$ cat src/rtl/mem_access_stage.sv
// MEM pipeline stage: issues registered load/store requests to a variable-latency
// data memory, stalls upstream while the access is outstanding, formats load/store data.
module mem_access_stage (
  input  logic        clk,
  input  logic        reset_n,
  input  logic        in_valid,
  input  logic        in_mem_read,
  input  logic        in_mem_write,
  input  logic [2:0]  in_funct3,
  input  logic [31:0] in_alu_result,
  input  logic [31:0] in_store_data,
  input  logic [4:0]  in_rd_address,
  input  logic        in_reg_write_data_src,
  input  logic        in_reg_wren,
  input  logic [31:0] in_next_pc,
  output logic        dmem_req,
  output logic        dmem_we,
  output logic [29:0] dmem_addr,
  output logic [31:0] dmem_wdata,
  output logic [3:0]  dmem_be,
  input  logic        dmem_ready,
  input  logic [31:0] dmem_rdata,
  output logic        stall,
  output logic        mem_wb_wren,
  output logic [31:0] ram_data,
  output logic [31:0] alu_rd_result,
  output logic [4:0]  rd_address,
  output logic        reg_write_data_src,
  output logic        reg_wren,
  output logic [31:0] next_pc,
  output logic        misalign_fault
);

  // Handshake: dmem_req is held high with constant we/addr/wdata/be until the
  // cycle dmem_ready is seen; that cycle completes the access and req drops at the edge.
  typedef enum logic {IDLE, BUSY} state_t;
  state_t state, next_state;

  logic        lat_load;
  logic [2:0]  lat_funct3;
  logic [31:0] lat_alu;
  logic [4:0]  lat_rd;
  logic        lat_src;
  logic        lat_wren;
  logic [31:0] lat_npc;

  logic        mem_op;
  logic        bad_op;
  logic        start;
  logic [31:0] fmt_wdata;
  logic [3:0]  fmt_be;
  logic [31:0] lane;
  logic [31:0] load_fmt;

  assign mem_op = in_valid & (in_mem_read | in_mem_write);

  always_comb begin
    bad_op = 1'b0;
    case (in_funct3)
      3'b001, 3'b101: bad_op = in_alu_result[0];
      3'b010:         bad_op = |in_alu_result[1:0];
      3'b011, 3'b110, 3'b111: bad_op = 1'b1;
      default:        bad_op = 1'b0;
    endcase
  end

  assign start = reset_n & (state == IDLE) & mem_op & ~bad_op;

  // Byte enables are produced for loads as well, so memory sees the accessed lanes.
  always_comb begin
    fmt_wdata = in_store_data;
    fmt_be    = 4'b1111;
    case (in_funct3[1:0])
      2'b00: begin
        fmt_wdata = {4{in_store_data[7:0]}};
        fmt_be    = 4'b0001 << in_alu_result[1:0];
      end
      2'b01: begin
        fmt_wdata = {2{in_store_data[15:0]}};
        fmt_be    = in_alu_result[1] ? 4'b1100 : 4'b0011;
      end
      default: begin
        fmt_wdata = in_store_data;
        fmt_be    = 4'b1111;
      end
    endcase
  end

  assign lane = dmem_rdata >> {lat_alu[1:0], 3'b000};

  always_comb begin
    case (lat_funct3)
      3'b000:  load_fmt = {{24{lane[7]}}, lane[7:0]};
      3'b100:  load_fmt = {24'd0, lane[7:0]};
      3'b001:  load_fmt = {{16{lane[15]}}, lane[15:0]};
      3'b101:  load_fmt = {16'd0, lane[15:0]};
      default: load_fmt = dmem_rdata;
    endcase
  end

  always_comb begin
    next_state         = state;
    stall              = 1'b0;
    mem_wb_wren        = 1'b1;
    ram_data           = 32'd0;
    misalign_fault     = 1'b0;
    alu_rd_result      = in_alu_result;
    rd_address         = in_rd_address;
    reg_write_data_src = in_reg_write_data_src;
    reg_wren           = in_reg_wren & in_valid;
    next_pc            = in_next_pc;
    if (!reset_n) begin
      // During reset the stage looks idle with a bubble in EX/MEM.
      next_state = IDLE;
      reg_wren   = 1'b0;
    end else begin
      case (state)
        IDLE: begin
          if (mem_op) begin
            if (bad_op) begin
              misalign_fault = 1'b1;
              reg_wren       = 1'b0;
            end else begin
              stall       = 1'b1;
              mem_wb_wren = 1'b0;
              next_state  = BUSY;
            end
          end
        end
        BUSY: begin
          alu_rd_result      = lat_alu;
          rd_address         = lat_rd;
          reg_write_data_src = lat_src;
          reg_wren           = lat_wren;
          next_pc            = lat_npc;
          if (dmem_ready) begin
            ram_data   = lat_load ? load_fmt : 32'd0;
            next_state = IDLE;
          end else begin
            stall       = 1'b1;
            mem_wb_wren = 1'b0;
          end
        end
        default: next_state = IDLE;
      endcase
    end
  end

  always_ff @(posedge clk) begin
    if (!reset_n) begin
      state      <= IDLE;
      dmem_req   <= 1'b0;
      dmem_we    <= 1'b0;
      dmem_addr  <= 30'd0;
      dmem_wdata <= 32'd0;
      dmem_be    <= 4'd0;
      lat_load   <= 1'b0;
      lat_funct3 <= 3'd0;
      lat_alu    <= 32'd0;
      lat_rd     <= 5'd0;
      lat_src    <= 1'b0;
      lat_wren   <= 1'b0;
      lat_npc    <= 32'd0;
    end else begin
      state <= next_state;
      if (start) begin
        dmem_req   <= 1'b1;
        dmem_we    <= in_mem_write;
        dmem_addr  <= in_alu_result[31:2];
        dmem_wdata <= fmt_wdata;
        dmem_be    <= fmt_be;
        lat_load   <= in_mem_read & ~in_mem_write;
        lat_funct3 <= in_funct3;
        lat_alu    <= in_alu_result;
        lat_rd     <= in_rd_address;
        lat_src    <= in_reg_write_data_src;
        lat_wren   <= in_reg_wren;
        lat_npc    <= in_next_pc;
      end else if (state == BUSY && dmem_ready) begin
        dmem_req <= 1'b0;
      end
    end
  end

endmodule

$ cat config.mk
export PLATFORM = sky130hd
export DESIGN_NAME = mem_access_stage
export DESIGN_NICKNAME = d
export VERILOG_FILES = /design/src/rtl/mem_access_stage.sv
export SDC_FILE = /design/constraint.sdc
export NUM_CORES = 1
export LEC_CHECK = 0
export BUFFER_PORTS_ARGS = -buffer_cell sky130_fd_sc_hd__buf_4
export CAP_MARGIN = 15
export CORE_MARGIN = 2
export CORE_UTILIZATION = 43
export CTS_CLUSTER_DIAMETER = 150
export DETAILED_ROUTE_END_ITERATION = 8
export GPL_TIMING_DRIVEN = 0
export PLACE_DENSITY = 0.79
export SKIP_LAST_GASP = 1
export SLEW_MARGIN = 10
export SYNTH_ARGS = -nofsm -noshare
export SYNTH_HDL_FRONTEND = slang
export SYNTH_SLANG_ARGS = --single-unit
$ cat constraint.sdc
create_clock -name clk -period 2.4 [get_ports clk]
set_input_delay 0.36 -clock clk [delete_from_list [all_inputs] [get_ports clk]]
set_output_delay 0.36 -clock clk [all_outputs]
set_load 0.005 [all_outputs]
Word-level counts from Yosys, hierarchy flattened
Index checks and enable logic that the tools add are counted.
{"block": "classes", "eq_ne": 10, "n_shift": 2, "n_mux": 36, "bitwise_logic": 10, "n_reduce_logical": 7}
{"cell": "$mux W32", "n": 8}
{"cell": "$pmux W32 S4", "n": 1}
{"cell": "$pmux W32 S2", "n": 1}
{"cell": "$shr A32 B5 Y16", "n": 1}
{"cell": "$mux W1", "n": 18}
{"cell": "$eq A3 B3 Y1 const B", "n": 5}
{"cell": "$mux W5", "n": 2}
{"cell": "$pmux W4 S2", "n": 1}
{"cell": "$and A1 B1 Y1", "n": 6}
{"cell": "$eq A3 B1 Y1 const B", "n": 2}
{"cell": "$eq A3 B2 Y1 const B", "n": 2}
{"cell": "$pmux W1 S2", "n": 3}
{"cell": "$mux W4", "n": 1}
{"cell": "$reduce_or A2 Y1", "n": 2}
{"cell": "$shl A1 B2 Y4 const A", "n": 1}
{"cell": "$logic_not A3 Y1", "n": 1}
{"cell": "$not A1 Y1", "n": 3}
{"cell": "$pmux W1 S3", "n": 1}
{"cell": "$reduce_or A3 Y1", "n": 1}
{"cell": "$eq A2 B1 Y1 const B", "n": 1}
{"cell": "$logic_not A2 Y1", "n": 1}
{"cell": "$reduce_bool A2 Y1", "n": 1}
{"cell": "$logic_and A1 B1 Y1", "n": 1}
{"cell": "$or A1 B1 Y1", "n": 1}
{"block": "totals", "reg_bits": 144, "in_bits": 144, "output_inout_bits": 174, "word_cells": 78}

Depth between registers and ports, before layout
{"block": "logic_depth", "word_depth": 7, "mapped_depth": 8, "mapped_depth_nobuf": 4}

Least setup slack after synthesis
Ideal clock, no wire load.
{"block": "synth_path", "path_kind": "reg2out", "startpoint": "register lat_alu[1]", "endpoint": "output port ram_data[20]", "t_arrival_ps": 1528, "t_required_ps": 2040, "setup_slack_ps": 512, "stages_incl_launch_ff": 8, "path_buffers": 3, "cell_sequence": "dfxtp_1 -> buf_2 -> mux2_2 -> a221oi_1 -> or4_1 -> clkbuf_2 -> buf_2 -> nand2_1"}
{"block": "synth_via", "elab_chain_cells": 6}
{"item": "from (decl)", "line_no": "41", "rtl": "logic [31:0] lat_alu;"}
{"item": "from (signal assigned)", "line_no": "174", "rtl": "lat_alu <= in_alu_result;"}
{"item": "$shr A32 B5 Y16", "line_no": "89", "rtl": "assign lane = dmem_rdata >> {lat_alu[1:0], 3'b000};"}
{"item": "$pmux W32 S4", "line_no": "92", "rtl": "case (lat_funct3)"}
{"item": "$mux W32", "line_no": "137", "rtl": "ram_data = lat_load ? load_fmt : 32'd0;"}
{"item": "$mux W32", "line_no": "136", "rtl": "if (dmem_ready) begin"}
{"item": "$mux W32", "line_no": "117", "rtl": "case (state)"}
{"item": "$mux W32", "line_no": "112", "rtl": "if (!reset_n) begin"}
{"item": "to (decl)", "line_no": "25", "rtl": "output logic [31:0] ram_data,"}
Every way passes these cells.

Final worst setup path
{"block": "layout_path", "startpoint": "register lat_funct3[1]", "endpoint": "output port ram_data[8]"}
{"block": "layout_via", "elab_chain_cells": 6, "word_cells_on_any_way": 9, "cone_classes": "3 x eq/ne; 5 x mux; 1 x reduce/logical"}
{"item": "from (decl)", "line_no": "40", "rtl": "logic [2:0] lat_funct3;"}
{"item": "from (signal assigned)", "line_no": "173", "rtl": "lat_funct3 <= in_funct3;"}
{"item": "$eq A3 B3 Y1 (tied with other cells)", "line_no": "92"}
{"item": "$pmux W32 S4 (*)", "line_no": "92"}
{"item": "$mux W32 (*)", "line_no": "137"}
{"item": "$mux W32 (*)", "line_no": "136"}
{"item": "$mux W32 (*)", "line_no": "117"}
{"item": "$mux W32 (*)", "line_no": "112"}
Mark *: on every way between the ends. The rest lies on a longest branch, timed or not.

==> qor.yml <==
cts_buffers: 17
drc: 0
power.switching_mw: 1.40
totalNegativeSetupSlack_ns: 0
final.setup_skew_ns: 0.0104
syn-instance-count: 688
yosysSeqAreaShare_pct: 35.0
design_area_final_um2: 9950
post_cts_hold_buffer_count: 0
worst_pin_slew_ns: 0.878
max_slew_margin_pct: 41.3
multi_input_comb_area_um2: 3740
end_kind: "primary output"
post_synth_arst_share_pct: 0
pre_cts_ws_ns: -0.249
htree_num_levels: 4
final.fill_count: 1278
syn-num-nets: 832
maxSlewViolCount: 0
period_share_pct: 97.7
p_per_area_nw_per_um2: 593
placement.cell_area_um2: 9130
flip_flop_and_latch_area_um2: 2290
drt_pre_antenna_iters: 5
share_clk_of_total_power_pct: 47.4
via_count: 6679
synth.yosys.warnings: 0
grt_antenna_before_repair: 0
grt_max_degree: 20
final.min_clock_period_ns: 2.35
dpl.hpwl_um: 17800
hold_path_class: "input port to flop"
antenna_cells: 0
max_freq_ghz: 0.426
status: "completed"
cts_tree: "done"
static-leakage-power_nw: 4.66
post_synth_num_cell_types: 42
layout_commonest_cell: "sky130_fd_sc_hd__buf_4"
clk_pin_slew_worst_paths_ns: 0.05
max_cap_viol_count: 0
number_of_global_route_vias_before_repair: 6388
global_route.usage.total_pct: 27.6
core_area_um2: 15000
hold_viol_final: 0
first_iter_violations: 335
syn_avg_cell_area_um2: 9.48
net_total_in_the_final_layout: 1163
p_int_mw: 4.50
die_extent_in_y_um: 127
switching_share_pct: 23.7
cts_root_buffer: "sky130_fd_sc_hd__clkbuf_16"
cp-startpoint: "lat_funct3[1]"
clkSinkCount: 114
port_buffers: 316
synth_enable_flop_cells: 0
gr-total-overflow: 0
place_congestion: 0.871
clock_insertion_delay_worst_skew_ns: 0.41
drt-wirelength-per-cell_um: 19.3
power_consumption_mw: 5.90
setup.worst_path.end: "ram_data[8]"
power.ir.vdd_worst_mv: 0.361
required_ns: 2.04
rr_startpoint: "state"
ctsLongestPathBuffers: 2
die_area_um2: 16200
critPathLaunchType: "flop"
worst_r2r_path_depth: 6
final_critical_path_setup_slack_ns: 0.0550
regToRegSetupSlack_ns: 0.41
final-instance-count-excl-fill: 1220
yosys_register_bits: 114
placedCellCount: 1192
share_seq_of_total_power_pct: 34.8
layout-drive-gt1-share_pct: 58.6
p_comb_share_pct: 17.9
critPathArrivalTime_ns: 1.99
io-pin-count: 318
initial_utilization_pct: 43.4
synth_ff_type: "sky130_fd_sc_hd__dfxtp_1"
mostFrequentLayoutCells: "342 x sky130_fd_sc_hd__buf_4, 110 x sky130_fd_sc_hd__dfxtp_1, 83 x sky130_fd_sc_hd__a31o_2"
worst_setup_path_type: "flop to primary output"
placementRows: 45
flow.area_growth_from_synthesis_pct: 52.5
grt_pass1_wl_um: 34700
die_w_um: 127
syn_area_um2: 6520
final-setup-viol-count: 0
finalWirelength_um: 23500
vias_per_instance: 5.47
final_antenna_net_count: 0
cp_max_fo: 10
endpoint_of_the_worst_slack_reg_to_reg_timing_path: "dmem_addr[29]"
-- flip-flops by register name, indices dropped and copies added, names as in the netlist --
signal and count:
lat_src 1, lat_wren 1, lat_alu 2, lat_npc 32, state 1, dmem_wdata 32
dmem_we 1, dmem_addr 30, lat_rd 5, dmem_req 1, lat_funct3 3, lat_load 1
dmem_be 4
-- logic make-up (layout without fill, tap and decap cells) --
kind of cell | count (synthesis) | in the layout | share of synthesized area [%]
xor gates and xnor gates | 1 | 1 | 0.134
AOI/OAI and AO/OA | 147 | 147 | 18.1
DFF | 114 | 114 | 35.0
buffers and inverters | 110 | 454 | 8.86
muxes | 132 | 132 | 21.8
and+or+nand+nor | 184 | 184 | 16.2
-- synthesized netlist by cell type, drive strengths merged (3+ instances only) --
cell      n  share of area, %
o211ai    6              0.69
or2       3              0.29
nor3      9              0.69
clkbuf   54               3.1
a21oi    21               1.6
o21ai     7              0.54
nand2    59               3.4
inv       6              0.35
mux2i    52               8.0
a31o     86                12
a211oi    8               1.0
mux2     80                14
nor3b    78               9.0
nor2b     3              0.29
o221a     7               1.2
dfxtp   114                35
nor2     19               1.1
buf      50               5.4
o31ai     7              0.81
-- power groups by stage --
stage | clock network [mW] | logic [mW] | registers, mW
after floorplan | 0 | 0.493 | 2.07
after global placement | 0 | 1.03 | 2.08
after detailed placement | 0 | 1.04 | 2.08
after CTS | 2.82 | 1.05 | 2.05
after global routing | 2.91 | 1.13 | 2.06
final | 2.80 | 1.05 | 2.05
-- timing repair --
action	in CTS	in global routing
setup endpoints to repair	99	26
buffers inserted	1	0
gates cloned	1	0
pin swaps	1	1
resized for setup	52	20
-- critical path, stage by stage, from the launching register on --
cell                      delay, ns
sky130_fd_sc_hd__dfxtp_1       0.33
sky130_fd_sc_hd__buf_2         0.19
sky130_fd_sc_hd__or3_1         0.37
sky130_fd_sc_hd__or3_4         0.40
sky130_fd_sc_hd__o31ai_2       0.12
sky130_fd_sc_hd__buf_4         0.17
-- metal layers --
layer	global-route usage, %	vias to the layer above	wire length [µm]
li1	-	3163	-
met2	50.7	311	12000
met1	31.0	3165	9150
met5	0	-	0
met3	7.62	40	1830
met4	8.34	0	482
-- how the worst min path moves through the flow --
stage,startpoint,to,cells past startpoint
floorplan,lat_npc[18],lat_npc[18],1
global placement,dmem_wdata[8],dmem_wdata[8],2
detailed placement,dmem_req,dmem_req,2
CTS,in_store_data[21],dmem_wdata[21],3
global route,in_store_data[20],dmem_wdata[20],3
finish,in_store_data[12],dmem_wdata[12],3
-- area by class of cell --
class / count / share of cell area (%)
Tap cell: 188 / 2.36
Inverter: 6 / 0.226
Clock buffer: 23 / 4.80
Buffer: 98 / 5.89
Clock inverter: 9 / 1.77
Sequential cell: 114 / 23.0
Timing Repair Buffer: 318 / 24.3
Multi-Input combinational cell: 464 / 37.6
-- through the flow --
stage / utilization [%] / hold slack [ns]
floorplan: - / 0.445
global placement: 60.7 / 0.446
detailed placement: 60.7 / 0.454
CTS: 66.0 / 0.217
global route: 66.2 / 0.217
finish: 66.2 / 0.231
(Power assumes the default switching activity.)
